==> config.mk <==
export PLATFORM = sky130hd
export DESIGN_NAME = uart_ctrl_sequencer
export DESIGN_NICKNAME = d
export VERILOG_FILES = /design/src/rtl/uart_ctrl_sequencer.sv
export SDC_FILE = /design/constraint.sdc
export NUM_CORES = 1
export LEC_CHECK = 0
export ABC_AREA = 1
export ABC_CLOCK_PERIOD_IN_PS = 2000
export CAP_MARGIN = 15
export CORE_ASPECT_RATIO = 0.6
export CORE_MARGIN = 3
export CORE_UTILIZATION = 45
export CTS_CLUSTER_DIAMETER = 60
export CTS_CLUSTER_SIZE = 40
export DETAILED_ROUTE_END_ITERATION = 12
export PLACE_DENSITY = 0.85
export SETUP_SLACK_MARGIN = 0.4
export SYNTH_ARGS = -nofsm -noshare
export SYNTH_HDL_FRONTEND = slang
export SYNTH_SLANG_ARGS = --single-unit
==> constraint.sdc <==
create_clock -name clk_i -period 2 [get_ports clk_i]
set_input_delay 0.4 -clock clk_i [delete_from_list [all_inputs] [get_ports clk_i]]
set_output_delay 0.4 -clock clk_i [all_outputs]
set_load 0.1 [all_outputs]
==> src/rtl/uart_ctrl_sequencer.sv <==
// UART control sequencer: CPU-driven TX start/done FSM, RX write-back and CPU/RX data-register arbitration.
// Optional macro UART_RX_OVERRUN_EN adds the sticky rx_ovr_o overrun flag.
module uart_ctrl_sequencer #(
    parameter int unsigned TX_TIMEOUT_CYC = 200_000,
    parameter int unsigned RX_W           = 8
) (
    input  logic            clk_i,
    input  logic            rst_ni,
    input  logic            ctrl_we_i,
    input  logic [1:0]      ctrl_wdata_i,
    input  logic            usr_we_i,
    input  logic [31:0]     usr_data_i,
    input  logic            rx_valid_i,
    input  logic [RX_W-1:0] rx_data_i,
    input  logic            tx_done_i,
    output logic            tx_start_o,
    output logic            hold_ctrl_o,
    output logic            wr1_o,
    output logic [31:0]     in1_o,
    output logic            wr2_o,
    output logic [31:0]     in2_o,
    output logic            send_o,
    output logic            new_rx_o,
`ifdef UART_RX_OVERRUN_EN
    output logic            tx_err_o,
    output logic            rx_ovr_o
`else
    output logic            tx_err_o
`endif
);

    localparam int unsigned CNT_W = $clog2(TX_TIMEOUT_CYC + 1);
    localparam logic [CNT_W-1:0] CNT_LAST = CNT_W'(TX_TIMEOUT_CYC - 1);

    typedef enum logic [1:0] {
        ST_IDLE,
        ST_START,
        ST_WAIT_DONE
    } tx_state_e;

    tx_state_e        state_q, state_d;
    logic [CNT_W-1:0] cnt_q, cnt_d;
    logic             err_set;

    logic             pend_valid_q, pend_valid_d;
    logic [31:0]      pend_data_q, pend_data_d;
    logic             rx_clr;

    // TX sequencing
    always_ff @(posedge clk_i or negedge rst_ni) begin
        if (!rst_ni) begin
            state_q  <= ST_IDLE;
            cnt_q    <= '0;
            tx_err_o <= 1'b0;
        end else begin
            state_q <= state_d;
            cnt_q   <= cnt_d;
            if (err_set) begin
                tx_err_o <= 1'b1;
            end
        end
    end

    always_comb begin
        state_d    = state_q;
        cnt_d      = cnt_q;
        tx_start_o = 1'b0;
        err_set    = 1'b0;
        unique case (state_q)
            ST_IDLE: begin
                if (ctrl_we_i && ctrl_wdata_i[0]) begin
                    state_d = ST_START;
                end
            end
            ST_START: begin
                tx_start_o = 1'b1;
                cnt_d      = '0;
                state_d    = ST_WAIT_DONE;
            end
            ST_WAIT_DONE: begin
                cnt_d = cnt_q + 1'b1;
                if (tx_done_i) begin
                    state_d = ST_IDLE;
                end else if (cnt_q == CNT_LAST) begin
                    state_d = ST_IDLE;
                    err_set = 1'b1;
                end
            end
            default: state_d = ST_IDLE;
        endcase
    end

    assign send_o = (state_q != ST_IDLE);

    // Data-register arbitration: RX always owns the cycle; a displaced CPU word is replayed next cycle.
    always_comb begin
        hold_ctrl_o           = rx_valid_i;
        wr2_o                 = rx_valid_i;
        in2_o                 = '0;
        if (rx_valid_i) begin
            in2_o[RX_W-1:0] = rx_data_i;
        end
        wr1_o        = 1'b0;
        in1_o        = usr_data_i;
        pend_valid_d = pend_valid_q;
        pend_data_d  = pend_data_q;
        if (rx_valid_i) begin
            if (usr_we_i) begin
                pend_valid_d = 1'b1;
                pend_data_d  = usr_data_i;
            end
        end else if (pend_valid_q) begin
            wr1_o = 1'b1;
            in1_o = pend_data_q;
            if (usr_we_i) begin
                pend_data_d = usr_data_i;
            end else begin
                pend_valid_d = 1'b0;
            end
        end else begin
            wr1_o = usr_we_i;
        end
    end

    always_ff @(posedge clk_i or negedge rst_ni) begin
        if (!rst_ni) begin
            pend_valid_q <= 1'b0;
            pend_data_q  <= '0;
        end else begin
            pend_valid_q <= pend_valid_d;
            pend_data_q  <= pend_data_d;
        end
    end

    // RX status; a new byte takes priority over a simultaneous CPU clear
    assign rx_clr = ctrl_we_i && !ctrl_wdata_i[1];

    always_ff @(posedge clk_i or negedge rst_ni) begin
        if (!rst_ni) begin
            new_rx_o <= 1'b0;
        end else if (rx_valid_i) begin
            new_rx_o <= 1'b1;
        end else if (rx_clr) begin
            new_rx_o <= 1'b0;
        end
    end

`ifdef UART_RX_OVERRUN_EN
    always_ff @(posedge clk_i or negedge rst_ni) begin
        if (!rst_ni) begin
            rx_ovr_o <= 1'b0;
        end else if (rx_valid_i && new_rx_o) begin
            rx_ovr_o <= 1'b1;
        end else if (rx_clr) begin
            rx_ovr_o <= 1'b0;
        end
    end
`endif

endmodule

# Word level (Yosys, flattened, before mapping)
# Cells that the tools add are included.
dict set report totals {
  reg_bits 55
  output_inout_bits 71
  elab_cells 45
}
dict set report classes {
  n_addsub 1
  eq_ne 6
  mux 23
  n_reduce_logical 9
}
# operator count
set ops {}
lappend ops {{2-to-1 mux 32 bit} 5}
lappend ops {{one-hot mux 18 bit (2 select lines)} 1}
lappend ops {{adder 18 x 1 -> 18 bit, second input constant} 1}
lappend ops {{equality test 18 bit, second input constant} 1}
lappend ops {{2-to-1 mux 1 bit} 12}
lappend ops {{2-to-1 mux 8 bit} 1}
lappend ops {{nonzero test 2 bit} 4}
lappend ops {{2-to-1 mux 2 bit} 3}
lappend ops {{one-hot mux 2 bit (3 select lines)} 1}
lappend ops {{inequality test 2 bit, second input constant} 2}
lappend ops {{inequality test 3 bit, second input constant} 1}
lappend ops {{equality test 2 x 1 -> 1 bit, second input constant} 1}
lappend ops {{equality test 2 bit, second input constant} 1}
lappend ops {{logical AND 1 bit} 2}
lappend ops {{logical NOT 2 bit} 1}
lappend ops {{AND reduction 2 bit} 1}
lappend ops {{logical NOT 1 bit} 1}

# Depth between registers and ports, before layout
# Gate-level depths: netlist of the first run.
dict set report depth {
  ltp_word 4
  mapped_depth 10
}

# Least setup slack after synthesis of the first run
# Ideal clock, no wire load.
dict set report synth_timing {
  kind {input -> output}
  startpoint {input port rx_valid_i}
  endpoint {output port wr1_o}
  t_arrival_ps 2720
  required_time_ps 1600
  slack_ps -1120
  stages 2
  path_buffers 1
  cell_sequence {clkbuf_1 o21ai_0}
}
dict set report synth_between {
  elab_chain_cells 1
}
# item line
set synth_lines {}
lappend synth_lines {{from (decl)} 13} ;# input logic rx_valid_i,
lappend synth_lines {{2-to-1 mux 1 bit} 107} ;# if (rx_valid_i) begin
lappend synth_lines {{to (decl)} 18} ;# output logic wr1_o,
# Every way passes these cells.

# Worst setup path after layout of the first run
dict set report layout_timing {
  startpoint {register pend_valid_q}
  endpoint {output port in1_o[12]}
}
dict set report layout_between {
  elab_chain_cells 2
}
# item line
set layout_lines {}
lappend layout_lines {{from (decl)} 45} ;# logic pend_valid_q, pend_valid_d;
lappend layout_lines {{from (signal assigned)} 130} ;# pend_valid_q <= pend_valid_d;
lappend layout_lines {{2-to-1 mux 32 bit} 112} ;# end else if (pend_valid_q) begin
lappend layout_lines {{2-to-1 mux 32 bit} 107}
lappend layout_lines {{to (decl)} 19} ;# output logic [31:0] in1_o,
# Every way passes these cells.

==> flow_summary.toml, run 1 <==
[status]
status = "finished with violations"
violations = "setup timing"

[drt]
drt-initial-drc-count = 546
finalWirelength_um = 17100
wl_per_cell_um = 25.7
drtPass1Iterations = 9
wl_met3_um = 2040
drc = 0
route.vias.total = 4182
met1Wirelength_um = 5720
routed.top_layer = "met4"
viasPerCell = 6.28
ant_nets = 0
dr_wl_met2_um = 7780

[place]
portBuffers = 94
dp_slack_ns = -0.219
hpwl_um = 7180
dpl.cell_count = 614
place_congestion = 0.902

[sta]
relSlewSlack_pct = 55.8
setup-violations-final = 15
fin_ws_ns = -0.0765
rsz0062_at_grt = "yes"
period_needed_ns = 2.08
fmax_mhz = 482
fin_skew_ns = 0.0123
drv_slew = 0
period_share_pct = 104
hold_violations = 0
worst_slew_pin_slew_ns = 0.658

[power_and_ir_drop]
p_leak_nw = 2.85
cellPowerDensity_nw_per_um2 = 945
switching_share_pct = 48.3
pwr-share-clk_pct = 15.1
peakVddDrop_mv = 1.10
p_int_mw = 3.03
pwr-share-comb_pct = 61.1
seq_power_share_pct = 23.8
power.switching_mw = 2.83

[worst_setup_path]
reg2reg_slack_ns = 0.15
critical_path_required_ns = 1.60
critPathLaunchType = "register"
cp_max_fo = 7
crit_type = "reg2out"
cp.arrival_ns = 1.68
critPathCaptureType = "output pin"

[global_routing]
antenna_found_initial = 0
grt_max_degree = 56
grt_pass1_vias = 3720
grt_overflow_total = 0
grt_pass1_wl_um = 19800
groute.usage.overall_pct = 31.4

[clock_network]
path_clk_slew_ns = 0.08
cts_buffers = 5
cts_tree = "yes"
htreeDepth = 2
clock_latency_ns = 0.30
ctsHoldBuffers = 0
cts.sinks = 55
clockBufferDepth = 2
cts-root-buf = "clkbuf_16"

[layout]
regArea_sq_um = 1380
drive_gt1_share_pct = 40.8
multi_input_area_sq_um = 2080
layout_common_cells = "nand2_1, buf_12, inv_1, dfrtp_1"
final_cells = 666
n_antenna_cell = 0
final_core_util_pct = 91.7
area_growth_pct = 94.6
final_common_cell = "nand2_1"
nNetsFinal = 631
fillCellCount = 197

[floorplanning]
initial_core_util_pct = 47.1
die_area_sq_um = 8160
die_h_um = 71.2
ioPinCount = 119
core_area_sq_um = 6760
num_rows = 23
die_w_um = 115

[synthesis]
ys.flop_type = "dfrtp_1"
synth-edff-count = 0
syn_inst = 433
avgSynthCellArea_sq_um = 7.36
ys_ff_latch = 55
synth.distinct_cells = 28
synth_area_sq_um = 3190
async_reset_ff_share_pct = 100
seq_area_frac_synth_pct = 43.2
yosys_warnings = 0

[min_path]
min_path_type = "in2async"

[job]
drv_cap = 0
==> final timing paths <==
check                           cells after the start              end             from
worst max-delay path                                6        in1_o[12]     pend_valid_q
worst min-delay path                                2  pend_data_q[10]           rst_ni
worst max register to register                      9       state_q[1]        cnt_q[11]
worst min register to register                      2  pend_data_q[26]  pend_data_q[26]
max in group asynchronous                           2        cnt_q[11]           rst_ni
min in group clk_i                                  2  pend_data_q[26]  pend_data_q[26]
==> synth_stat cells (all sizes together), types with 3 or more instances <==
cell type  instances  share of area (%)
clkbuf             3               0.35
nor2              64                8.6
o21ai             42                6.6
nand2             89                 11
nand3             15                2.7
nand4              3               0.59
nor3               4               0.98
dfrtp             55                 43
ha                 5                2.0
inv               66                7.8
a21oi             41                6.6
buf               40                8.5
==> cells by family (layout without fill, tap and decap cells) <==
family	count (synthesis)	after routing	share of synthesized area (%)
AO/OA/AOI/OAI	87	87	14.1
buffers and inverters	109	232	16.6
other	1	24	0.118
AND/OR/NAND/NOR	176	176	24.0
adder cells (fa/ha/maj)	5	5	1.96
flip-flops	55	55	43.2
==> power groups by stage <==
stage | registers (mW) | logic [mW] | clock network [mW]
after global routing | 1.39 | 3.63 | 0.916
final | 1.39 | 3.58 | 0.884
after floorplan | 1.34 | 1.80 | 0
after CTS | 1.33 | 2.79 | 0.857
after global placement | 1.34 | 2.49 | 0
after detailed placement | 1.35 | 2.55 | 0
==> flip-flops by register name, indices dropped and copies added, names as in the netlist <==
name          count
cnt_q            18
new_rx_o          1
pend_data_q      32
pend_valid_q      1
state_q           2
tx_err_o          1
==> repair_timing <==
item                       4_1_cts  5_1_grt
gates cloned                     4        3
buffers inserted                18       19
pin swaps                        8       28
setup endpoints to repair       69       56
resized for setup               43       71
==> critical path, cell delays in order (launching register included) <==
cell and delay, ns:
dfrtp_2 0.44, nand2_8 0.10, buf_4 0.15, buf_12 0.13, nor2_1 0.29, a21oi_4 0.07, buf_12 0.18
==> through the flow <==
stage | instance area [sq um] | total power, mW | setup TNS (ns) | hold WS [ns]
global placement | 5200 | 3.83 | -4.99 | 0.414
CTS | 5710 | 4.98 | 0 | 0.129
detailed placement | 5200 | 3.90 | -6.72 | 0.442
global route | 6200 | 5.94 | -0.414 | 0.121
floorplan | 3840 | 3.14 | 0 | 0.104
finish | 6200 | 5.86 | -0.304 | 0.105
==> layout make-up <==
cell class | count | area share, %
Sequential cell | 55 | 22.3
Timing Repair Buffer | 157 | 35.2
Inverter | 66 | 4.90
Clock inverter | 1 | 0.0807
Timing Repair inverter | 1 | 0.121
Tap cell | 87 | 1.76
Multi-Input combinational cell | 292 | 33.6
Clock buffer | 7 | 2.14
==> metal layers <==
metal | GRT usage, % | vias to the layer above
met3 | 6.58 | 166
met5 | 0 | -
met2 | 55.4 | 476
met1 | 35.7 | 1952
met4 | 16.7 | 0
li1 | - | 1588
Power figures use the tool's default switching activity.
==> run 2, diff against run 1 <==
--- a/config.mk
+++ b/config.mk
@@ -7,13 +7,14 @@
 export LEC_CHECK = 0
 export ABC_AREA = 1
 export ABC_CLOCK_PERIOD_IN_PS = 2000
-export CAP_MARGIN = 15
+export CAP_MARGIN = 20
 export CORE_ASPECT_RATIO = 0.6
 export CORE_MARGIN = 3
 export CORE_UTILIZATION = 45
 export CTS_CLUSTER_DIAMETER = 60
 export CTS_CLUSTER_SIZE = 40
 export DETAILED_ROUTE_END_ITERATION = 12
+export MAX_ROUTING_LAYER = met4
 export PLACE_DENSITY = 0.85
 export SETUP_SLACK_MARGIN = 0.4
 export SYNTH_ARGS = -nofsm -noshare
==> run 2 against run 1 <==
Net effect:
- the run now fails in 5_1_grt
- area after synthesis is the same
- synthesized cell count is the same
==> flow_summary.toml, run 2 <==
[floorplanning]
die_h_um = 71.2
initial_core_util_pct = 47.1
ioPinCount = 119
num_rows = 23
die_w_um = 115

[place]
portBuffers = 94
place_area_sq_um = 5200
place_congestion = 0.918
hpwl_um = 7010

[synthesis]
synth_top_family_by_area = "simple AND/OR/NAND/NOR gates"
yosys_warnings = 0
synth-edff-count = 0
synth_compound_area_share_pct = 14.1
async_reset_ff_share_pct = 100
synth.area.mux_share_pct = 0
synth_area_sq_um = 3190
synth_top_area_share_pct = 43.2
yosys-top-cells-area = "dfrtp_1, nand2_1, inv_1"
synth-simple-area-share_pct = 24.0
avgSynthCellArea_sq_um = 7.36
synth_adder_area_share_pct = 1.96
synth.top_cells.by_count = "nand2_1, inv_1, nor2_1"
syn_inst = 433
ys.flop_type = "dfrtp_1"
ys_ff_latch = 55
synth.distinct_cells = 28
synth.most_common_cell = "nand2_1"
synth-xor-area-share_pct = 0
seq_area_frac_synth_pct = 43.2
yosys.area.top_type = "dfrtp_1"

[clock_network]
ctsHoldBuffers = 0
cts-root-buf = "clkbuf_16"
htreeDepth = 2
clockBufferDepth = 2
cts_buffers = 5
cts.sinks = 55

[global_routing]
grt_max_degree = 56
antenna_found_initial = 0

[status]
status = "did not finish"
tool.error = "[ERROR DPL-0033] detailed placement checks failed during check placement."
failing_step = "5_1_grt"

[sta]
worst_path_end_type = "top-level output"
worst_endpoint = "in1_o[19]"
run 2: cell counts after synthesis:
No cell type changed its count.
run 2: cell families after synthesis:
logic type | Yosys count
buffers and inverters | 109
and+or+nand+nor | 176
DFF | 55
adders and majority gates | 5
AOI/OAI and AO/OA | 87
other | 1
run 2: repair_timing:
action | CTS
hold endpoints to repair | 0
gates resized for setup | 50
endpoints found under the setup margin | 65
buffers inserted | 20
gates cloned | 2
pin swaps | 6
run 2: through the flow:
| stage | hold slack [ns] | setup WS (ns) | cells |
|---|---|---|---|
| floorplan | 0.104 | 0.223 | 456 |
| global placement | 0.415 | -0.180 | 614 |
| detailed placement | 0.421 | -0.211 | 614 |
| CTS | 0.112 | 0.0287 | 643 |
==> run 3, diff against run 2 <==
==> config.mk (replaced) <==
export PLATFORM = sky130hd
export DESIGN_NAME = uart_ctrl_sequencer
export DESIGN_NICKNAME = d
export VERILOG_FILES = /design/src/rtl/uart_ctrl_sequencer.sv
export SDC_FILE = /design/constraint.sdc
export NUM_CORES = 1
export LEC_CHECK = 0
export ABC_AREA = 1
export ABC_CLOCK_PERIOD_IN_PS = 2000
export CAP_MARGIN = 20
export CORE_MARGIN = 3
export CORE_UTILIZATION = 40
export DETAILED_ROUTE_END_ITERATION = 12
export PLACE_DENSITY_LB_ADDON = 0.15
export SYNTH_ARGS = -nofsm -noshare
export SYNTH_HDL_FRONTEND = slang
export SYNTH_SLANG_ARGS = --single-unit
==> run 3 against run 2 <==
Net effect:
- the flow now finishes without violations
==> flow_summary.toml, run 3 (same netlist as run 1, synthesis figures left out) <==
[place]
dp_slack_ns = -0.123
hpwl_um = 6030
portBuffers = 94
place_congestion = 0.813

[worst_setup_path]
critPathCaptureType = "output pin"
critPathLaunchType = "register"
cp_max_fo = 14
r2r-start = "state_q[0]"
reg2reg_slack_ns = 0.26
timing.rr.end = "cnt_q[17]"
crit_type = "reg2out"
r2r_cells = 9
cp.arrival_ns = 1.57
critical_path_required_ns = 1.60

[drt]
viasPerCell = 4.65
drt-initial-drc-count = 83
route.vias.total = 2921
wl_per_cell_um = 13.1
drtPass1Iterations = 5
ant_nets = 0
finalWirelength_um = 8200
drc = 0

[status]
status = "complete, no violations"

[global_routing]
antenna_found_initial = 0
grt_overflow_total = 0
groute.usage.overall_pct = 19.0
grt_max_degree = 66
grt_pass1_vias = 2899
grt_pass1_wl_um = 13600

[clock_network]
cts-root-buf = "clkbuf_8"
htreeDepth = 2
cts_tree = "yes"
clockBufferDepth = 2
cts_buffers = 5
path_clk_slew_ns = 0.10
clock_latency_ns = 0.31
cts.sinks = 55

[sta]
relSlewSlack_pct = 65.9
period_needed_ns = 1.97
period_share_pct = 98.4
fin_ws_ns = 0.0313
hold_violations = 0
fin_skew_ns = 0.00842
setup-violations-final = 0
drv_slew = 0
worst_slew_pin_slew_ns = 0.511
fmax_mhz = 508
fin_setup_tns_ns = 0
rsz0062_at_grt = "yes"

[layout]
top_regs = "pend_data_q x32, cnt_q x18, state_q x2"
largest_reg_flops = 32
n_antenna_cell = 0
regMostFlops = "pend_data_q"
nNetsFinal = 581
drive_gt1_share_pct = 23.4
area_growth_pct = 60.3
final_common_cell = "nand2_1"
layout_common_cells = "nand2_1, inv_1, nor2_1, dfrtp_1, buf_12"

[power_and_ir_drop]
cellPowerDensity_nw_per_um2 = 893
p_leak_nw = 2.49
peakVddDrop_mv = 0.447
total_power_mw = 4.56

[floorplanning]
num_rows = 31
die_w_um = 95.2
core_area_sq_um = 7490
initial_core_util_pct = 42.6
die_area_sq_um = 9070
ioPinCount = 119
die_h_um = 95.2

[min_path]
min_path_type = "in2async"

[job]
drv_cap = 0
-- run 3: area by class of cell --
| class | count | area (sq um) |
|---|---|---|
| well taps | 99 | 124 |
| clock inverters | 2 | 35.0 |
| repair buffers | 108 | 1610 |
| flip-flops and latches | 55 | 1380 |
| inverters | 66 | 248 |
| clock buffers | 6 | 82.6 |
| fillers | 579 | 2380 |
| multi-input cells | 292 | 1630 |
-- run 3: where the power goes --
group | internal, mW | switching (mW)
sequential | 1.24 | 0.0827
clock | 0.406 | 0.379
combinational | 0.799 | 1.66
-- run 3: critical path: stages, from the launching register on --
cell and delay, ns:
dfrtp_2 0.46, nand2_4 0.13, buf_12 0.12, buf_12 0.13, nor2_1 0.07, a21oi_4 0.15, buf_12 0.19
-- run 3: worst max-delay path by stage --
| stage | startpoint | to | slack [ns] | cells after the start |
|---|---|---|---|---|
| 2_1_floorplan | rx_valid_i | in1_o[24] | -0.16 | 6 |
| 3_3_place_gp | rx_valid_i | in1_o[6] | -0.09 | 7 |
| 3_5_place_dp | rx_valid_i | in1_o[5] | -0.12 | 7 |
| 4_1_cts | pend_valid_q | in1_o[6] | 0.0002 | 5 |
| 5_1_grt | pend_valid_q | in1_o[17] | -0.04 | 6 |
| 6_report | pend_valid_q | in1_o[24] | 0.03 | 6 |
-- run 3: through the flow --
| step | utilization, % | area, sq um | hold slack (ns) | cells |
|---|---|---|---|---|
| global placement | 63.9 | 4790 | 0.410 | 616 |
| floorplan | - | 3420 | 0.104 | 456 |
| detailed placement | 63.9 | 4790 | 0.395 | 616 |
| finish | 68.2 | 5110 | 0.0413 | 628 |
| global route | 68.2 | 5110 | 0.0598 | 628 |
| CTS | 68.2 | 5100 | 0.0594 | 628 |
-- run 3: metal layers --
layer  up-vias  GRT usage, %  share of wire (%)
met3         2          7.42                7.6
li1       1481             -                  -
met1      1350          25.2                 43
met5         -             0                  0
met4         0          3.37               0.35
met2        88          29.7                 49
-- run 3: repair_timing --
action                     CTS  global route
setup endpoints to repair   32            26
buffers inserted             2             0
gates resized for setup     17             2
hold buffers                 0             0
pin swaps                    0             1
gates cloned                 2             0
==> run 4, diff against run 3 <==
--- a/config.mk
+++ b/config.mk
@@ -6,7 +6,6 @@
 export NUM_CORES = 1
 export LEC_CHECK = 0
 export ABC_AREA = 1
-export ABC_CLOCK_PERIOD_IN_PS = 2000
 export CAP_MARGIN = 20
 export CORE_MARGIN = 3
 export CORE_UTILIZATION = 40
==> results of run 4 <==
Same layout as run 3: the final DEF is identical, and so are final timing and power.
